$ cat src/rtl/uart_rx_deframer.sv
`default_nettype none
// ============================================================================
// Module   : uart_rx_deframer
// Purpose  : UART receive front end. Synchronizes the serial line, validates
//            the start bit, shifts in DATA_BITS data bits LSB first followed
//            by a parity bit, checks the stop bit, and hands the word and
//            parity bit to the parity checker with a one-cycle load strobe.
// Ports    : clock       - system clock, rising edge
//            reset_n     - asynchronous active-low reset
//            rx_in       - raw serial line (idles high, asynchronous)
//            baud_tick   - one-cycle enable at OVERSAMPLE x baud rate
//            rx_data     - last received word, bit 0 = first bit received
//            rx_parity   - last received parity bit
//            parity_load - one-cycle strobe, rx_data/rx_parity valid with it
//            stop_error  - last frame had its stop bit sampled low
//            rx_busy     - frame in progress
// Options  : UART_RX_MAJORITY_EN - 3-sample majority vote around the bit
//            centre; the decision is taken one tick after the centre.
// Revision : 1.0 - initial release
// ============================================================================
module uart_rx_deframer #(
    parameter int OVERSAMPLE = 16,  // power of 2, >= 8
    parameter int DATA_BITS  = 8    // >= 2
) (
    input  logic                 clock,
    input  logic                 reset_n,
    input  logic                 rx_in,
    input  logic                 baud_tick,
    output logic [DATA_BITS-1:0] rx_data,
    output logic                 rx_parity,
    output logic                 parity_load,
    output logic                 stop_error,
    output logic                 rx_busy
);

    localparam int TW = $clog2(OVERSAMPLE);
    localparam int BW = (DATA_BITS > 1) ? $clog2(DATA_BITS) : 1;
    localparam logic [TW-1:0] C_SP       = TW'(OVERSAMPLE / 2 - 1);
    localparam logic [TW-1:0] C_LAST     = TW'(OVERSAMPLE - 1);
    localparam logic [BW-1:0] C_BIT_LAST = BW'(DATA_BITS - 1);

    typedef enum logic [2:0] {
        S_IDLE   = 3'd0,
        S_START  = 3'd1,
        S_DATA   = 3'd2,
        S_PARITY = 3'd3,
        S_STOP   = 3'd4
    } state_t;

    state_t               r_state, w_state_nxt;
    logic [TW-1:0]        r_tick_cnt, w_tick_nxt;
    logic [BW-1:0]        r_bit_cnt, w_bit_nxt;
    logic                 r_armed, w_armed_nxt;
    logic                 r_sync1, r_rx_s;
    logic [DATA_BITS-1:0] r_shift;
    logic                 r_par;
    logic [DATA_BITS-1:0] r_rx_data;
    logic                 r_rx_parity;
    logic                 r_parity_load;
    logic                 r_stop_error;
    logic                 w_at_sp;
    logic                 w_wrap;
    logic                 w_sample;
    logic                 w_shift_en;
    logic                 w_par_en;
    logic                 w_load;

    // Two-flop synchronizer; resets to the idle (high) line level.
    always_ff @(posedge clock or negedge reset_n) begin
        if (!reset_n) begin
            r_sync1 <= 1'b1;
            r_rx_s  <= 1'b1;
        end else begin
            r_sync1 <= rx_in;
            r_rx_s  <= r_sync1;
        end
    end

    assign w_wrap = (r_tick_cnt == C_LAST);

`ifdef UART_RX_MAJORITY_EN
    logic r_maj_a, r_maj_b;

    // Capture the two samples preceding the decision tick.
    always_ff @(posedge clock or negedge reset_n) begin
        if (!reset_n) begin
            r_maj_a <= 1'b1;
            r_maj_b <= 1'b1;
        end else if (baud_tick) begin
            if (r_tick_cnt == C_SP - TW'(1)) r_maj_a <= r_rx_s;
            if (r_tick_cnt == C_SP)          r_maj_b <= r_rx_s;
        end
    end

    assign w_at_sp  = (r_tick_cnt == C_SP + TW'(1));
    assign w_sample = (r_maj_a & r_maj_b) | (r_maj_a & r_rx_s) | (r_maj_b & r_rx_s);
`else
    assign w_at_sp  = (r_tick_cnt == C_SP);
    assign w_sample = r_rx_s;
`endif

    // FSM state and counter registers.
    always_ff @(posedge clock or negedge reset_n) begin
        if (!reset_n) begin
            r_state    <= S_IDLE;
            r_tick_cnt <= '0;
            r_bit_cnt  <= '0;
            r_armed    <= 1'b1;
        end else begin
            r_state    <= w_state_nxt;
            r_tick_cnt <= w_tick_nxt;
            r_bit_cnt  <= w_bit_nxt;
            r_armed    <= w_armed_nxt;
        end
    end

    // Next-state logic. Everything except arming is frozen without baud_tick.
    always_comb begin
        w_state_nxt = r_state;
        w_tick_nxt  = r_tick_cnt;
        w_bit_nxt   = r_bit_cnt;
        w_armed_nxt = r_armed;
        w_shift_en  = 1'b0;
        w_par_en    = 1'b0;
        w_load      = 1'b0;
        case (r_state)
            S_IDLE: begin
                w_tick_nxt = '0;
                if (r_rx_s) w_armed_nxt = 1'b1;
                if (baud_tick && !r_rx_s && r_armed) w_state_nxt = S_START;
            end
            S_START: if (baud_tick) begin
                w_tick_nxt = r_tick_cnt + TW'(1);
                if (w_at_sp && w_sample) begin
                    // False start: abandon quietly.
                    w_state_nxt = S_IDLE;
                    w_tick_nxt  = '0;
                end else if (w_wrap) begin
                    w_state_nxt = S_DATA;
                    w_bit_nxt   = '0;
                end
            end
            S_DATA: if (baud_tick) begin
                w_tick_nxt = r_tick_cnt + TW'(1);
                if (w_at_sp) w_shift_en = 1'b1;
                if (w_wrap) begin
                    if (r_bit_cnt == C_BIT_LAST) w_state_nxt = S_PARITY;
                    else                         w_bit_nxt   = r_bit_cnt + BW'(1);
                end
            end
            S_PARITY: if (baud_tick) begin
                w_tick_nxt = r_tick_cnt + TW'(1);
                if (w_at_sp) w_par_en = 1'b1;
                if (w_wrap)  w_state_nxt = S_STOP;
            end
            S_STOP: if (baud_tick) begin
                w_tick_nxt = r_tick_cnt + TW'(1);
                if (w_at_sp) begin
                    // Leave half a bit early so the next start edge is caught;
                    // a low stop bit disarms until the line returns high.
                    w_load      = 1'b1;
                    w_state_nxt = S_IDLE;
                    w_tick_nxt  = '0;
                    w_armed_nxt = w_sample;
                end
            end
            default: w_state_nxt = S_IDLE;
        endcase
    end

    // Datapath: shift register, parity latch and output registers.
    always_ff @(posedge clock or negedge reset_n) begin
        if (!reset_n) begin
            r_shift       <= '0;
            r_par         <= 1'b0;
            r_rx_data     <= '0;
            r_rx_parity   <= 1'b0;
            r_parity_load <= 1'b0;
            r_stop_error  <= 1'b0;
        end else begin
            // Shift in from the MSB end so the first bit ends up in bit 0.
            if (w_shift_en) r_shift <= {w_sample, r_shift[DATA_BITS-1:1]};
            if (w_par_en)   r_par   <= w_sample;
            r_parity_load <= w_load;
            if (w_load) begin
                r_rx_data    <= r_shift;
                r_rx_parity  <= r_par;
                r_stop_error <= ~w_sample;
            end
        end
    end

    assign rx_data     = r_rx_data;
    assign rx_parity   = r_rx_parity;
    assign parity_load = r_parity_load;
    assign stop_error  = r_stop_error;
    assign rx_busy     = (r_state != S_IDLE);

endmodule
`default_nettype wire
$ cat config.mk
export PLATFORM = sky130hd
export DESIGN_NAME = uart_rx_deframer
export DESIGN_NICKNAME = d
export VERILOG_FILES = /design/src/rtl/uart_rx_deframer.sv
export SDC_FILE = /design/constraint.sdc
export NUM_CORES = 1
export LEC_CHECK = 0
export ABC_AREA = 1
export CORE_ASPECT_RATIO = 1.75
export CORE_MARGIN = 5
export CORE_UTILIZATION = 36
export DETAILED_ROUTE_END_ITERATION = 7
export HOLD_SLACK_MARGIN = 0.03
export PLACE_DENSITY = 0.62
export SLEW_MARGIN = 10
export SYNTH_ARGS = -nofsm -noshare
export SYNTH_HDL_FRONTEND = slang
export SYNTH_SLANG_ARGS = --single-unit
export TNS_END_PERCENT = 5
$ cat constraint.sdc
create_clock -name clock -period 4.3 [get_ports clock]
set_clock_uncertainty 0.2 [all_clocks]
set_input_delay 1.29 -clock clock [delete_from_list [all_inputs] [get_ports clock]]
set_output_delay 1.29 -clock clock [all_outputs]
set_load 0.02 [all_outputs]
; ---- Yosys cells after proc, flatten, opt, wreduce, memory -nomap -nowiden
; Index checks and enable logic that the tools add are counted.
[op_classes]
n_eq_ne = 22
n_reduce_logical = 14
n_bitwise = 1
add_sub_neg = 2
n_mux = 34
[ops]
columns = op, n
row1 = $mux W3, 17
row2 = $ne A2 B2 Y1 const B, 13
row3 = $mux W4, 5
row4 = $pmux W4 S4, 1
row5 = $pmux W3 S5, 1
row6 = $reduce_and A10 Y1, 1
row7 = $mux W1, 8
row8 = $reduce_and A4 Y1, 2
row9 = $reduce_and A7 Y1, 1
row10 = $eq A3 B2 Y1 const B, 2
row11 = $eq A3 B3 Y1 const B, 2
row12 = $pmux W3 S2, 1
row13 = $add A4 B1 Y4 const B, 1
row14 = $eq A4 B3 Y1 const B, 1
row15 = $eq A4 B4 Y1 const B, 1
row16 = $reduce_bool A2 Y1, 2
row17 = $reduce_bool A4 Y1, 1
row18 = $add A3 B1 Y3 const B, 1
row19 = $eq A3 B1 Y1 const B, 1
row20 = $logic_and A1 B1 Y1, 3
row21 = $logic_not A3 Y1, 1
row22 = $ne A3 B3 Y1 const B, 1
row23 = $reduce_bool A3 Y1, 1
row24 = $ne A2 B1 Y1 const B, 1
row25 = other kinds (4), 4
[word_totals]
regBits = 33
in_bits = 4
out_inout_bits = 12

; ---- Longest topological paths before layout
[logic_depth]
word_depth = 5
mapped_depth = 10
depth_no_buf = 9

; ---- Least setup slack after synthesis
; No wires, ideal clock.
[synth_timing]
path_type = flip-flop to output port
start = register r_state[0]
end = output port rx_busy
arrival_time_ps = 787
path_slack_ps = 2023
path_buffers = 0
path_stages_with_launch = 3
path_cell_list = dfrtp_1 > nor2_4 > nand2_2
[synth_via]
elab_chain_len = 1
[synth_lines]
columns = item, line
row1 = from (decl), 50  ; state_t r_state, w_state_nxt;
row2 = from (signal assigned), 110  ; r_state <= w_state_nxt;
row3 = $reduce_bool A3 Y1, 197  ; assign rx_busy = (r_state != S_IDLE);
row4 = to (decl), 33  ; output logic rx_busy
; Every way passes these cells.

; ---- Worst setup path in the final report
[layout_timing]
start = register r_state[1]
end = output port rx_busy
; Same word-level chain as after synthesis.

==> impl_metrics.yaml <==
run:
  maxCapViolations: 0
global_routing:
  grt_max_degree: 34
  grt_pass1_wl_mm: 5.175
  grt.overflow.total: 0
  grt_antenna_before_repair: 0
  grt_usage_pct: 11.39
  grt_pass1_vias: 1156
power:
  total_power_uw: 1020
  ir_worst_vdd_mv: 0.5062
  p_leak_uw: 0.0009934
  cellPowerDensity_nw_per_um2: 513.6
sta:
  period_needed_ns: 3.207
  period_share_pct: 74.59
  maxSlewViolCount: 0
  finalHoldViolations: 0
  tightest_slew_ns: 0.4573
  holdWs_ns: 0.1584
  max_freq_mhz: 311.8
  slew_headroom_pct: 69.51
  rsz0062_at_grt: "false"
  setup_tns_ns: 0
  setup_violations: 0
logic_synthesis:
  syn_area_per_cell_sq_um: 9.636
  post_synth_num_cell_types: 31
  netlist_instances: 174
  yosysWarnings: 0
  ys_seq_area_share_pct: 49.48
  ys_seq_elements: 33
  synth_edf_count: 0
  yosys.area.top_type: "dfrtp_1"
  synthesis.nets: 181
  async_flop_share_pct: 100.0
  yosysTopAreaCellShare_pct: 44.78
  synthTopCellsByArea: "dfrtp_1, nand2_1, dfstp_2"
  synth_flop_cell: "dfrtp_1"
  syn_area_sq_um: 1677
final_layout:
  multiInputGateArea_sq_um: 740.7
  nets: 201
  nFillCells: 490
  ff_latch_area_sq_um: 829.5
  num_antenna_cells: 0
  drive_gt1_share_pct: 25.64
  area_growth_syn_to_layout_pct: 18.43
  instances_no_fill: 247
floorplan:
  fp-row-count: 33
  core_sq_um: 4624
  die_x_um: 61.59
  num_io_pins: 16
  initial_utilization_pct: 36.26
  fp.dieH_um: 100.3
  die-area_sq_um: 6175
routing:
  vias: 1181
  route.detailed.drc: 0
  antenna_left: 0
  drt-total-wl_mm: 2.989
  dr.pass1.iters: 6
  first_iter_violations: 28
  routedWlPerCell_um: 12.10
  viasPerCell: 4.781
place:
  port_buffers: 15
  hpwl_mm: 2.270
  place_congestion: 0.8389
  place_inst: 239
cts:
  cts_buffers: 5
  cts_tree: "yes"
  clock-sinks: 33
  clk_latency_ns: 0.28
  ctsResizeCount: 0
  postCtsHoldBufs: 0
  path_clk_slew_ns: 0.07
  postCtsSetupBuffers: 0
  cts_max_path_buffers: 2
  h-tree-depth: 2
  root_buffer: "clkbuf_8"
worst_setup_path:
  cp-end-kind: "output port"
  cp_max_fo: 11
  required_ns: 2.81
  crit_type: "flip-flop to output port"
  crit_arrival_ns: 1.72
  startpoint_type: "flip-flop"
outcome:
  outcome: "finished clean"
hold_path:
  hold_class: "flip-flop to flip-flop"
report_power, final:
part / internal [uW] / switching [uW]
logic: 122 / 213
clock network: 188 / 110
registers: 338 / 48.2
total: 648 / 372
logic make-up (layout without fill, tap and decap cells):
group / Yosys count / after routing / share of synthesized area, %
compound gates: 24 / 24 / 9.478
xor+xnor: 1 / 1 / 0.5225
fa+ha+maj: 3 / 3 / 2.239
buf+inv: 21 / 42 / 6.343
flops: 33 / 33 / 49.48
mux: 4 / 4 / 2.612
simple gates: 88 / 88 / 29.33
registers in the layout, indices dropped and copies added (netlist names), 3 cells and up:
register,cells
r_shift,8
r_state,3
r_bit_cnt,3
r_tick_cnt,4
rx_data,8
per-stage QoR:
stage	utilization [%]	area, sq um	setup slack (ns)
6_report	42.94	1986	1.093
5_1_grt	42.94	1986	1.012
4_1_cts	42.94	1986	1.071
3_5_place_dp	40.34	1866	1.289
3_3_place_gp	40.34	1866	1.316
2_1_floorplan	-	1677	2.023
critical path, stage by stage, from the launching register on:
cell and delay, ns:
dfrtp_1 0.62, inv_1 0.10, nand2_2 0.11, clkdlybuf4s50_1 0.61
routing by layer:
metal / part of all wire [%] / GRT usage, % / vias up
met2: 55 / 19.05 / 19
met4: 1.5 / 6.699 / 0
met1: 40 / 12.65 / 554
met3: 2.9 / 2.445 / 4
li1: - / - / 604
met5: 0 / 0 / -
cells in the mapped netlist, types with 2 or more instances:
cell type	n
dfstp_2	3
nand2_4	4
nand2_1	47
inv_1	13
buf_6	3
nand2_2	5
nor2_1	7
a21oi_2	3
nor2_2	2
dfrtp_1	30
inv_4	2
nand3_1	8
o21ai_2	5
ha_1	3
nor2_4	5
o21ai_1	3
nand4_1	3
inv_2	3
mux2_2	3
nand3_2	3
o21ai_0	9
final timing paths:
path	startpoint	end	slack [ns]	depth (start not counted)
max in group asynchronous	reset_n	r_armed$_DFFE_PN1P_	2.36	2
min reg2reg	r_sync1$_DFF_PN1_	r_rx_s$_DFF_PN1_	0.16	0
min in group asynchronous	reset_n	rx_data[6]$_DFFE_PN0P_	1.21	2
min	r_sync1$_DFF_PN1_	r_rx_s$_DFF_PN1_	0.16	0
max reg2reg	r_tick_cnt[0]$_DFFE_PN0P_	r_shift[5]$_DFFE_PN0P_	2.39	6
max	r_state[1]$_DFFE_PN0P_	rx_busy	1.09	3
placed cells by master, fill, tap and decap left out, types with 3 or more instances in the layout:
master | Yosys | layout
nor2_4 | 5 | 5
mux2_2 | 3 | 3
ha_1 | 3 | 3
o21ai_0 | 9 | 9
nand2_4 | 4 | 4
dfrtp_1 | 30 | 30
inv_2 | 3 | 3
nand2_1 | 47 | 47
o21ai_1 | 3 | 3
nand3_1 | 8 | 8
a21oi_2 | 3 | 3
o21ai_2 | 5 | 5
nor2_1 | 7 | 7
dfstp_2 | 3 | 3
nand3_2 | 3 | 3
inv_1 | 13 | 13
clkdlybuf4s50_1 | 0 | 15
nand4_1 | 3 | 3
nand2_2 | 5 | 5
clkbuf_8 | 0 | 6
final cells by class:
type	count	share of cell area (%)
clock buffer	6	4.159
clock inverter	2	1.890
inverter	18	3.655
multi-input combinational	120	37.30
sequential	33	41.78
tap	52	3.277
timing repair buffer	16	7.940
Power figures use the tool's default switching activity.
==> RTL edit, RTL diff (config.mk and constraints unchanged) <==
Remove the register `r_parity_load`: a continuous assignment takes its place, so the output `parity_load` follows one clock earlier.
--- a/src/rtl/uart_rx_deframer.sv
+++ b/src/rtl/uart_rx_deframer.sv
@@ -175,13 +175,11 @@
             r_par         <= 1'b0;
             r_rx_data     <= '0;
             r_rx_parity   <= 1'b0;
-            r_parity_load <= 1'b0;
             r_stop_error  <= 1'b0;
         end else begin
             // Shift in from the MSB end so the first bit ends up in bit 0.
             if (w_shift_en) r_shift <= {w_sample, r_shift[DATA_BITS-1:1]};
             if (w_par_en)   r_par   <= w_sample;
-            r_parity_load <= w_load;
             if (w_load) begin
                 r_rx_data    <= r_shift;
                 r_rx_parity  <= r_par;
@@ -189,6 +187,8 @@
             end
         end
     end
+
+    assign r_parity_load = w_load;
 
     assign rx_data     = r_rx_data;
     assign rx_parity   = r_rx_parity;
Behaviour: no difference found for any inputs over 10 cycles, from zero or initial values and one cycle with reset_n low; that may be too few to reach the edited logic, so the function may still have changed.
==> RTL edit against the original RTL <==
- worst setup slack got worse by 0.89 ns
- global-route usage is 0.77 points higher
- final cell count stayed put
- critical path depth grew 1
- total power is 2.2% lower
- core utilization increased by 1.3 points
- area after synthesis down 3.1%
- combinational power is 7.8% lower
- final area is 1.9% lower
- sequential cell count is 1 lower
- largest power group unchanged
- highest routed layer unchanged
- sequential share of layout area fell by 0.48 points
- register-to-register slack barely moved
- wire length grew 6.0%
- via count is 0.93% higher
==> RTL edit: results (changes against the original RTL) <==
reg-to-reg startpoint r_tick_cnt[0]$_DFFE_PN0P_; worst vdd ir 0.2366 mV (-53%); leak pwr 0.9940 nW (about the same); mux share of post-synthesis cell area 3.233% (+0.62 points); crit path to parity_load; final instance area 1948 µm² (-1.9%); Synth Flop Type dfrtp_1; final RePlAce weighted congestion 0.8435 (+0.55%); CP max stage cell clkdlybuf4s50_1; CTS Root Cell clkbuf_8; PostCTS Resize Cnt 0 (unchanged); global-route wire length before repair 5.464 mm (+5.6%); post-synthesis xor/xnor area fraction 0.5389% (+0.016 points); Setup Slack @ Placement 0.2000 ns (-1.089 ns); CTS clock-pin slew for the worst setup and hold paths 0.06 ns; antenna cells 0 (unchanged); layout cells sized above 1 22.96% (-2.7 points); worst hold path type flop to flop; TritonCTS buffer count 5 (unchanged); Placed Cells 239 (unchanged); Tot GR Track Use 12.17% (+0.77 points); Placed Area 1822 µm² (-2.3%); Clock Latency Late Sink 0.28 ns (about the same); Starting DRT DRC Count 45 (+61%); status finished clean; Setup Fix Bufs, Post-CTS 0 (unchanged); largest net degree at the start of global routing 33 (-2.9%); cell count after synthesis 173 (-0.57%); Slew HR 69.95% (+0.44 points); crit path DAT 2.61 ns (+0.89 ns); Mapped Nets 180 (-0.55%); crit path from baud_tick; H-tree Lvls 2 (unchanged); Final #Nets 202 (+0.50%); initial antenna violation count 0 (unchanged); area fraction in compound gates after synthesis 8.776% (-0.70 points); R2R Path End r_shift[4]$_DFFE_PN0P_; Synth async-reset ratio 100.0% (unchanged); Yosys cell types 33 (+6.5%); CP top delay family buffers and inverters; Final Routed Wirelength 3.169 mm (+6.0%); Avg WL per Cell 12.83 µm (+6.0%); P_sw 0.0003541 W (-4.8%); Ys Warns 0 (unchanged); post-synthesis adder-cell area fraction 2.309% (+0.071 points); hpwl dp 2.406 mm (+6.0%); Crit Path Max Fanout 4 (-7); register area share after synthesis 49.50% (about the same); First-pass DRT Iterations 4 (-2); Synth area leaders dfrtp_1, nand2_1, dfstp_2; vias post-DR 1192 (+0.93%); period utilization 95.38% (+21 points); Max Root-Sink Buffers 2 (unchanged); R2R Setup Slk 2.39 ns (about the same); FILL cells 446 (-9.0%); Synth top cells by count nand2_1, dfrtp_1, inv_1; Crit path largest cell delay 0.60 ns (-0.02 ns); IO Port Bufs 15 (unchanged)
## RTL edit: final cells by class
class / count / share of cell area [%]
Sequential cell: 32 / 41.30
Timing Repair Buffer: 18 / 8.863
Tap cell: 51 / 3.276
Inverter: 17 / 3.276
Clock inverter: 1 / 1.541
Multi-Input combinational cell: 121 / 36.80
Clock buffer: 7 / 4.945
## RTL edit: worst min-delay path by stage
stage,startpoint,endpoint,slack [ns],cells after the start
after global routing,r_sync1$_DFF_PN1_,r_rx_s$_DFF_PN1_,0.17,0
after floorplan,r_sync1$_DFF_PN1_,r_rx_s$_DFF_PN1_,0.15,0
after global placement,r_sync1$_DFF_PN1_,r_rx_s$_DFF_PN1_,0.15,0
after detailed placement,r_sync1$_DFF_PN1_,r_rx_s$_DFF_PN1_,0.15,0
after CTS,r_sync1$_DFF_PN1_,r_rx_s$_DFF_PN1_,0.16,0
final,r_sync1$_DFF_PN1_,r_rx_s$_DFF_PN1_,0.16,0
## RTL edit: cell families (layout without fill, tap and decap cells)
| kind of cell | Yosys count | count (layout) |
|---|---|---|
| DFF | 32 | 32 |
| muxes | 4 | 4 |
| adders and majority gates | 3 | 3 |
| AOI/OAI and AO/OA | 23 | 23 |
| xor gates and xnor gates | 1 | 1 |
| and+or+nand+nor | 90 | 90 |
| buffers and inverters | 20 | 43 |
## RTL edit: metal layers
layer,share of wire (%),vias up,GRT usage (%)
met2,56,16,22.18
met3,3.5,6,2.752
met5,0,-,0
met1,38,568,12.43
met4,2.4,0,5.509
li1,-,602,-
## RTL edit: power by group through the flow
stage	Combinational [W]	Clock (W)	Sequential (W)
finish	0.000309	0.000312	0.000377
global route	0.000354	0.000331	0.000381
CTS	0.000316	0.000323	0.000377
detailed placement	0.000314	0	0.000382
global placement	0.000313	0	0.000383
floorplan	0.000263	0	0.000361
